==> config.mk <==
export PLATFORM = sky130hd
export DESIGN_NAME = vgroup_sequencer_flat
export DESIGN_NICKNAME = d
export VERILOG_FILES = /design/src/rtl/vgroup_sequencer_if.sv /design/src/rtl/vgroup_sequencer.sv /design/src/flat_wrapper.sv
export SDC_FILE = /design/constraint.sdc
export NUM_CORES = 1
export LEC_CHECK = 0
export BUFFER_PORTS_ARGS = -buffer_cell sky130_fd_sc_hd__buf_2
export CAP_MARGIN = 10
export CORE_MARGIN = 2
export CORE_UTILIZATION = 46
export DETAILED_ROUTE_END_ITERATION = 8
export PLACE_DENSITY = 0.75
export SLEW_MARGIN = 20
export SYNTH_ARGS = -nofsm -noshare
export SYNTH_HDL_FRONTEND = slang
export SYNTH_SLANG_ARGS = --single-unit
==> constraint.sdc <==
create_clock -name clk -period 1.8 [get_ports clk]
set_input_delay 0.27 -clock clk [delete_from_list [all_inputs] [get_ports clk]]
set_output_delay 0.27 -clock clk [all_outputs]
set_load 0.005 [all_outputs]
==> src/rtl/vgroup_sequencer_if.sv <==
// Decode-side and issue-side valid/ready bundle of the vector group sequencer.
// master: upstream decode and downstream issue. slave: the sequencer itself.
interface vgroup_sequencer_if #(
  parameter int ADDR_W = 5,
  parameter int IDX_W  = 3
);
  logic              in_valid;
  logic              in_ready;
  logic [ADDR_W-1:0] in_raA;
  logic [ADDR_W-1:0] in_raB;
  logic [ADDR_W-1:0] in_rdest;
  logic [2:0]        in_lmul;

  logic              out_valid;
  logic              out_ready;
  logic [ADDR_W-1:0] out_raA;
  logic [ADDR_W-1:0] out_raB;
  logic [ADDR_W-1:0] out_rdest;
  logic [IDX_W-1:0]  out_idx;
  logic              out_first;
  logic              out_last;

  modport master (
    output in_valid, in_raA, in_raB, in_rdest, in_lmul,
    output out_ready,
    input  in_ready,
    input  out_valid, out_raA, out_raB, out_rdest,
    input  out_idx, out_first, out_last
  );

  modport slave (
    input  in_valid, in_raA, in_raB, in_rdest, in_lmul,
    input  out_ready,
    output in_ready,
    output out_valid, out_raA, out_raB, out_rdest,
    output out_idx, out_first, out_last
  );
endinterface

==> src/rtl/vgroup_sequencer.sv <==
// Expands one vector instruction into LMUL per-register micro-ops,
// one per cycle, stalling fetch while a register group is in flight.
module vgroup_sequencer #(
  parameter int ADDR_W   = 5,
  parameter int MAX_LMUL = 8
) (
  input  logic                 clk,
  input  logic                 rst,
  input  logic                 flush,
  vgroup_sequencer_if.slave    bus,
  output logic                 fetch_stall,
  output logic                 illegal
);

  localparam int IDX_W = $clog2(MAX_LMUL);

  localparam logic [0:0] S_IDLE  = 1'b0;
  localparam logic [0:0] S_ISSUE = 1'b1;

  logic [0:0]        state;
  logic [ADDR_W-1:0] base_a;
  logic [ADDR_W-1:0] base_b;
  logic [ADDR_W-1:0] base_d;
  logic [IDX_W-1:0]  size_m1;
  logic [IDX_W-1:0]  idx;
  logic              illegal_q;

  logic [IDX_W-1:0]  dec_size_m1;
  logic              dec_rsvd;
  logic [ADDR_W-1:0] align_mask;
  logic              dec_misalign;
  logic              dec_bad;

  logic              issuing;
  logic              at_last;
  logic              out_fire;
  logic              in_fire;
  logic              ready;

  // Fractional encodings collapse to a single-register group.
  always_comb begin
    dec_size_m1 = '0;
    dec_rsvd    = 1'b0;
    unique case (bus.in_lmul)
      3'b000:  dec_size_m1 = IDX_W'(0);
      3'b001:  dec_size_m1 = IDX_W'(1);
      3'b010:  dec_size_m1 = IDX_W'(3);
      3'b011:  dec_size_m1 = IDX_W'(7);
      3'b100:  dec_rsvd    = 1'b1;
      default: dec_size_m1 = IDX_W'(0);
    endcase
  end

  assign align_mask = {{(ADDR_W-IDX_W){1'b0}}, dec_size_m1};

  assign dec_misalign = |(bus.in_raA & align_mask)
                      | |(bus.in_raB & align_mask)
                      | |(bus.in_rdest & align_mask);

  assign dec_bad = dec_rsvd | dec_misalign;

  assign issuing  = (state == S_ISSUE);
  assign at_last  = (idx == size_m1);
  assign out_fire = issuing & bus.out_ready;

  // A group's last fire frees the slot the same cycle: no bubble.
  assign ready = !flush
               & (!issuing | (out_fire & at_last));
  assign in_fire = bus.in_valid & ready;

  assign bus.in_ready = ready;
  assign fetch_stall  = !ready;

  assign bus.out_valid = issuing;
  assign bus.out_idx   = idx;
  assign bus.out_raA   = base_a + ADDR_W'(idx);
  assign bus.out_raB   = base_b + ADDR_W'(idx);
  assign bus.out_rdest = base_d + ADDR_W'(idx);
  assign bus.out_first = issuing & (idx == '0);
  assign bus.out_last  = issuing & at_last;

  assign illegal = illegal_q;

  always_ff @(posedge clk) begin
    if (rst) begin
      state     <= S_IDLE;
      base_a    <= '0;
      base_b    <= '0;
      base_d    <= '0;
      size_m1   <= '0;
      idx       <= '0;
      illegal_q <= 1'b0;
    end else if (flush) begin
      state     <= S_IDLE;
      illegal_q <= 1'b0;
    end else begin
      illegal_q <= in_fire & dec_bad;
      if (in_fire && !dec_bad) begin
        state   <= S_ISSUE;
        base_a  <= bus.in_raA;
        base_b  <= bus.in_raB;
        base_d  <= bus.in_rdest;
        size_m1 <= dec_size_m1;
        idx     <= '0;
      end else if (out_fire) begin
        if (at_last) begin
          state <= S_IDLE;
        end else begin
          idx <= idx + IDX_W'(1);
        end
      end
    end
  end

  // Stalled micro-op must not change under the consumer.
  a_hold: assert property (
    @(posedge clk) disable iff (rst)
    (issuing && !bus.out_ready && !flush)
      |=> (bus.out_valid
           && $stable(bus.out_raA)
           && $stable(bus.out_raB)
           && $stable(bus.out_rdest)
           && $stable(bus.out_idx))
  );

  a_pulse: assert property (
    @(posedge clk) disable iff (rst)
    illegal |-> !bus.out_valid || $past(issuing)
  );

endmodule

==> src/flat_wrapper.sv <==
// flat-port wrapper written by rule: the top's interface ports become plain ports
module vgroup_sequencer_flat 
#(
  parameter int ADDR_W   = 5,
  parameter int MAX_LMUL = 8
)
  (clk, rst, flush, fetch_stall, illegal, bus_in_valid, bus_in_raA, bus_in_raB, bus_in_rdest, bus_in_lmul, bus_out_ready, bus_in_ready, bus_out_valid, bus_out_raA, bus_out_raB, bus_out_rdest, bus_out_idx, bus_out_first, bus_out_last);
  vgroup_sequencer_if #(.ADDR_W(ADDR_W), .IDX_W(3)) bus_i ();
  input  logic clk;
  input  logic rst;
  input  logic flush;
  output logic fetch_stall;
  output logic illegal;
  input wire logic [$bits(bus_i.in_valid)-1:0] bus_in_valid;
  input wire logic [$bits(bus_i.in_raA)-1:0] bus_in_raA;
  input wire logic [$bits(bus_i.in_raB)-1:0] bus_in_raB;
  input wire logic [$bits(bus_i.in_rdest)-1:0] bus_in_rdest;
  input wire logic [$bits(bus_i.in_lmul)-1:0] bus_in_lmul;
  input wire logic [$bits(bus_i.out_ready)-1:0] bus_out_ready;
  output wire logic [$bits(bus_i.in_ready)-1:0] bus_in_ready;
  output wire logic [$bits(bus_i.out_valid)-1:0] bus_out_valid;
  output wire logic [$bits(bus_i.out_raA)-1:0] bus_out_raA;
  output wire logic [$bits(bus_i.out_raB)-1:0] bus_out_raB;
  output wire logic [$bits(bus_i.out_rdest)-1:0] bus_out_rdest;
  output wire logic [$bits(bus_i.out_idx)-1:0] bus_out_idx;
  output wire logic [$bits(bus_i.out_first)-1:0] bus_out_first;
  output wire logic [$bits(bus_i.out_last)-1:0] bus_out_last;
  assign bus_i.in_valid = bus_in_valid;
  assign bus_i.in_raA = bus_in_raA;
  assign bus_i.in_raB = bus_in_raB;
  assign bus_i.in_rdest = bus_in_rdest;
  assign bus_i.in_lmul = bus_in_lmul;
  assign bus_i.out_ready = bus_out_ready;
  assign bus_in_ready = bus_i.in_ready;
  assign bus_out_valid = bus_i.out_valid;
  assign bus_out_raA = bus_i.out_raA;
  assign bus_out_raB = bus_i.out_raB;
  assign bus_out_rdest = bus_i.out_rdest;
  assign bus_out_idx = bus_i.out_idx;
  assign bus_out_first = bus_i.out_first;
  assign bus_out_last = bus_i.out_last;
  vgroup_sequencer #(.ADDR_W(ADDR_W), .MAX_LMUL(MAX_LMUL)) u_core (.clk(clk), .rst(rst), .flush(flush), .bus(bus_i), .fetch_stall(fetch_stall), .illegal(illegal));
endmodule
==> flow_summary.toml <==
[sta]
drv_slew = 0
slew_headroom = 0.563
setup_tns_ps = -5530
finalCritPeriodShare = 1.13
rsz0062_at_grt = "true"
setup_slack_ps = -237
hold_viol = 0
setup_viol = 37
fin_crit_ps = 2040
fmax_mhz = 491
finalClockSkew_ps = 9.83
worst_pin_slew_ps = 656

[yosys]
syn_area_per_cell_um2 = 9.09
synth_seq_area_share = 0.293
synth_top_family_by_area = "simple AND/OR/NAND/NOR gates"
yosys.area.top_type_share = 0.293
synth_mux_area_frac = 0.116
synth-seq-cells = 23
synth-adder-area-share = 0.126
syn_inst = 173
yosys.area_share.xor_xnor = 0.0668
syn-num-nets = 210
synth_area_leaders = "dfxtp_1 29%, nand2b_1 13%, mux2i_1 10%, ha_1 8.8%, xnor2_1 6.7%"
syn-cell-area_um2 = 1570
ys_warn_count = 0
synth_simple_gate_area_frac = 0.232
ys_types = 34
synth_top_area_cell = "dfxtp_1"
synth-compound-area-share = 0.109

[floorplan]
core_area_um2 = 3310
die-area_um2 = 3900
fp-row-count = 21
die_x_um = 62.5
die_y_um = 62.5
ios = 47
start_util = 0.475

[placed_design]
port_buffers = 46
gp_congestion = 0.724
dp_hpwl_mm = 2.49
place_area_um2 = 1960

[setup_path]
endpoint = "fetch_stall"
worst_setup_path_start_kind = "flip-flop"
worst_r2r_path_depth = 8
r2r_end = "u_core.size_m1[2]$_SDFFE_PP0P_"
crit_type = "reg -> out"
critPathMaxFanout = 5
setup.worst_path.end_class = "primary output"
r2r_slack_ps = -240
critPathArrivalTime_ps = 1770
critPathRequiredTime_ps = 1530
worstReg2RegStart = "u_core.bus.out_idx[0]$_SDFFE_PP0P_"
crit_path_start = "u_core.bus.out_idx[0]$_SDFFE_PP0P_"

[routing]
dr_total_vias = 1435
wl_per_cell_um = 13.8
drc = 0
dr.first_iter.drc_count = 59
totalWireLength_mm = 3.96
postRouteAntennaNets = 0
viasPerCell = 5.00
first_pass_iters = 4

[cts]
cts_root_buf = "clkbuf_4"
clk_latency_ps = 330
cts_tree = "yes"
path_clk_slew_ps = 140
cts_buffers = 3
h-tree-depth = 1
cts.sinks = 23
cts.path.max_buffers = 2

[finish]
syn_to_final_growth_pct = 47.3
diodes = 0
drive_above_1_share = 0.465
fin_area_um2 = 2320
fin_nets = 279

[run]
maxCapViolations = 0

[grt]
track_usage = 0.206
grt_max_degree = 47
grt_pass1_wl_mm = 6.40
grt_pass1_vias = 1421
antenna_found_initial = 0
overflow = 0

[run_status]
status = "finished with violations"
violations = "setup timing"

[power]
power.leakage_nw = 1.00
pwr_density_cell_nw_per_um2 = 425
ir_drop_v = 0.000440

[worst_hold_path]
hp-class = "in -> reg"
holdCritStartpoint = "bus_in_rdest[3]"
## critical path, stage by stage, from the launching register on
cell and delay (ps):
dfxtp_4 410, buf_4 140, buf_6 120, xnor2_4 130
nand4_1 130, and2_4 170, or2_4 220, buf_6 110
## kinds of logic (layout without fill, tap and decap cells)
| kind of cell | Yosys count | after routing |
|---|---|---|
| mux | 18 | 18 |
| flops | 23 | 23 |
| buf+inv | 20 | 88 |
| simple gates | 63 | 63 |
| fa+ha+maj | 14 | 14 |
| compound gates | 23 | 23 |
| xor+xnor | 12 | 12 |
## per-layer routing
layer,track usage,wire length [um]
met3,0.0378,167
met1,0.251,1730
met4,0.0583,38
met5,0,0
met2,0.370,2020
## layout make-up
type,count,area (um2)
clock buffer,4,26.3
multi-input combinational,130,1240
fill,283,993
inverter,12,45.0
sequential,23,469
timing repair buffer,72,478
tap,46,57.6
## sequential cells by signal (all words and copies together), names as in the netlist
name	flops
u_core.base_a	5
u_core.base_b	5
u_core.base_d	5
u_core.bus.out_idx	3
u_core.bus.out_valid	1
u_core.illegal	1
u_core.size_m1	3
## cell usage after synthesis
cell	n
a2111oi_4	1
a211o_1	1
a211oi_1	1
a21o_1	3
a21oi_1	5
a22o_1	1
a31oi_1	2
and2_1	1
and3_1	1
and4_1	1
buf_1	1
buf_6	2
clkbuf_1	5
dfxtp_1	23
fa_1	3
ha_1	11
inv_1	12
mux2_1	2
mux2i_1	16
nand2_1	4
nand2b_1	33
nand3b_1	1
nand4_1	1
nor2_1	7
nor2b_1	6
nor3_1	5
nor3b_1	1
o21a_1	1
o21ai_0	5
o32ai_1	1
o41ai_1	2
or2_2	1
or3_1	1
xnor2_1	12
## per-stage QoR
| stage | utilization | power, W | hold slack, ps | worst slack [ps] | std cells |
|---|---|---|---|---|---|
| finish | 0.700 | 0.000985 | 189 | -237 | 287 |
| global route | 0.700 | 0.00104 | 184 | -336 | 287 |
| CTS | 0.661 | 0.000989 | 168 | -241 | 285 |
| detailed placement | 0.591 | 0.000714 | 472 | -139 | 276 |
| global placement | 0.591 | 0.000711 | 464 | -131 | 276 |
| floorplan | - | 0.000646 | 425 | 28.5 | 173 |
## worst min path at each step
stage / to / slack [ps] / cells after the start
finish: u_core.base_d[3]$_SDFFE_PP0P_ / 190 / 3
global route: u_core.base_d[2]$_SDFFE_PP0P_ / 180 / 3
CTS: u_core.base_d[3]$_SDFFE_PP0P_ / 170 / 3
detailed placement: u_core.base_a[2]$_SDFFE_PP0P_ / 470 / 2
global placement: u_core.base_b[2]$_SDFFE_PP0P_ / 460 / 2
floorplan: u_core.base_a[1]$_SDFFE_PP0P_ / 430 / 2
## cells in the final DEF, fill, tap and decap left out, types with 3 or more instances in the layout
| cell | synthesis | layout |
|---|---|---|
| nand2_1 | 4 | 4 |
| mux2i_1 | 16 | 16 |
| ha_4 | 0 | 9 |
| a21o_1 | 3 | 3 |
| o21ai_1 | 0 | 3 |
| nor3_1 | 5 | 5 |
| inv_2 | 0 | 5 |
| buf_6 | 2 | 10 |
| inv_1 | 12 | 7 |
| nor2_1 | 7 | 6 |
| xnor2_1 | 12 | 7 |
| nor2b_1 | 6 | 6 |
| buf_4 | 0 | 16 |
| fa_2 | 0 | 3 |
| a21oi_2 | 0 | 3 |
| xnor2_2 | 0 | 4 |
| clkbuf_4 | 0 | 3 |
| buf_2 | 0 | 45 |
| nand2b_1 | 33 | 33 |
| dfxtp_1 | 23 | 20 |
## report_power, final
| part | switching [W] | internal, W | leakage [nW] |
|---|---|---|---|
| logic | 0.0000876 | 0.000105 | 0.796 |
| clock network | 0.000169 | 0.0000869 | 0.0150 |
| registers | 0.0000160 | 0.000521 | 0.188 |
## what timing repair did
item,CTS,global route
endpoints found under the hold margin,0,0
resized for setup,41,16
setup buffers,5,2
gates cloned,0,0
endpoints found under the setup margin,30,36
pin swaps,18,11
hold buffers,0,0
(Power assumes the default switching activity.)
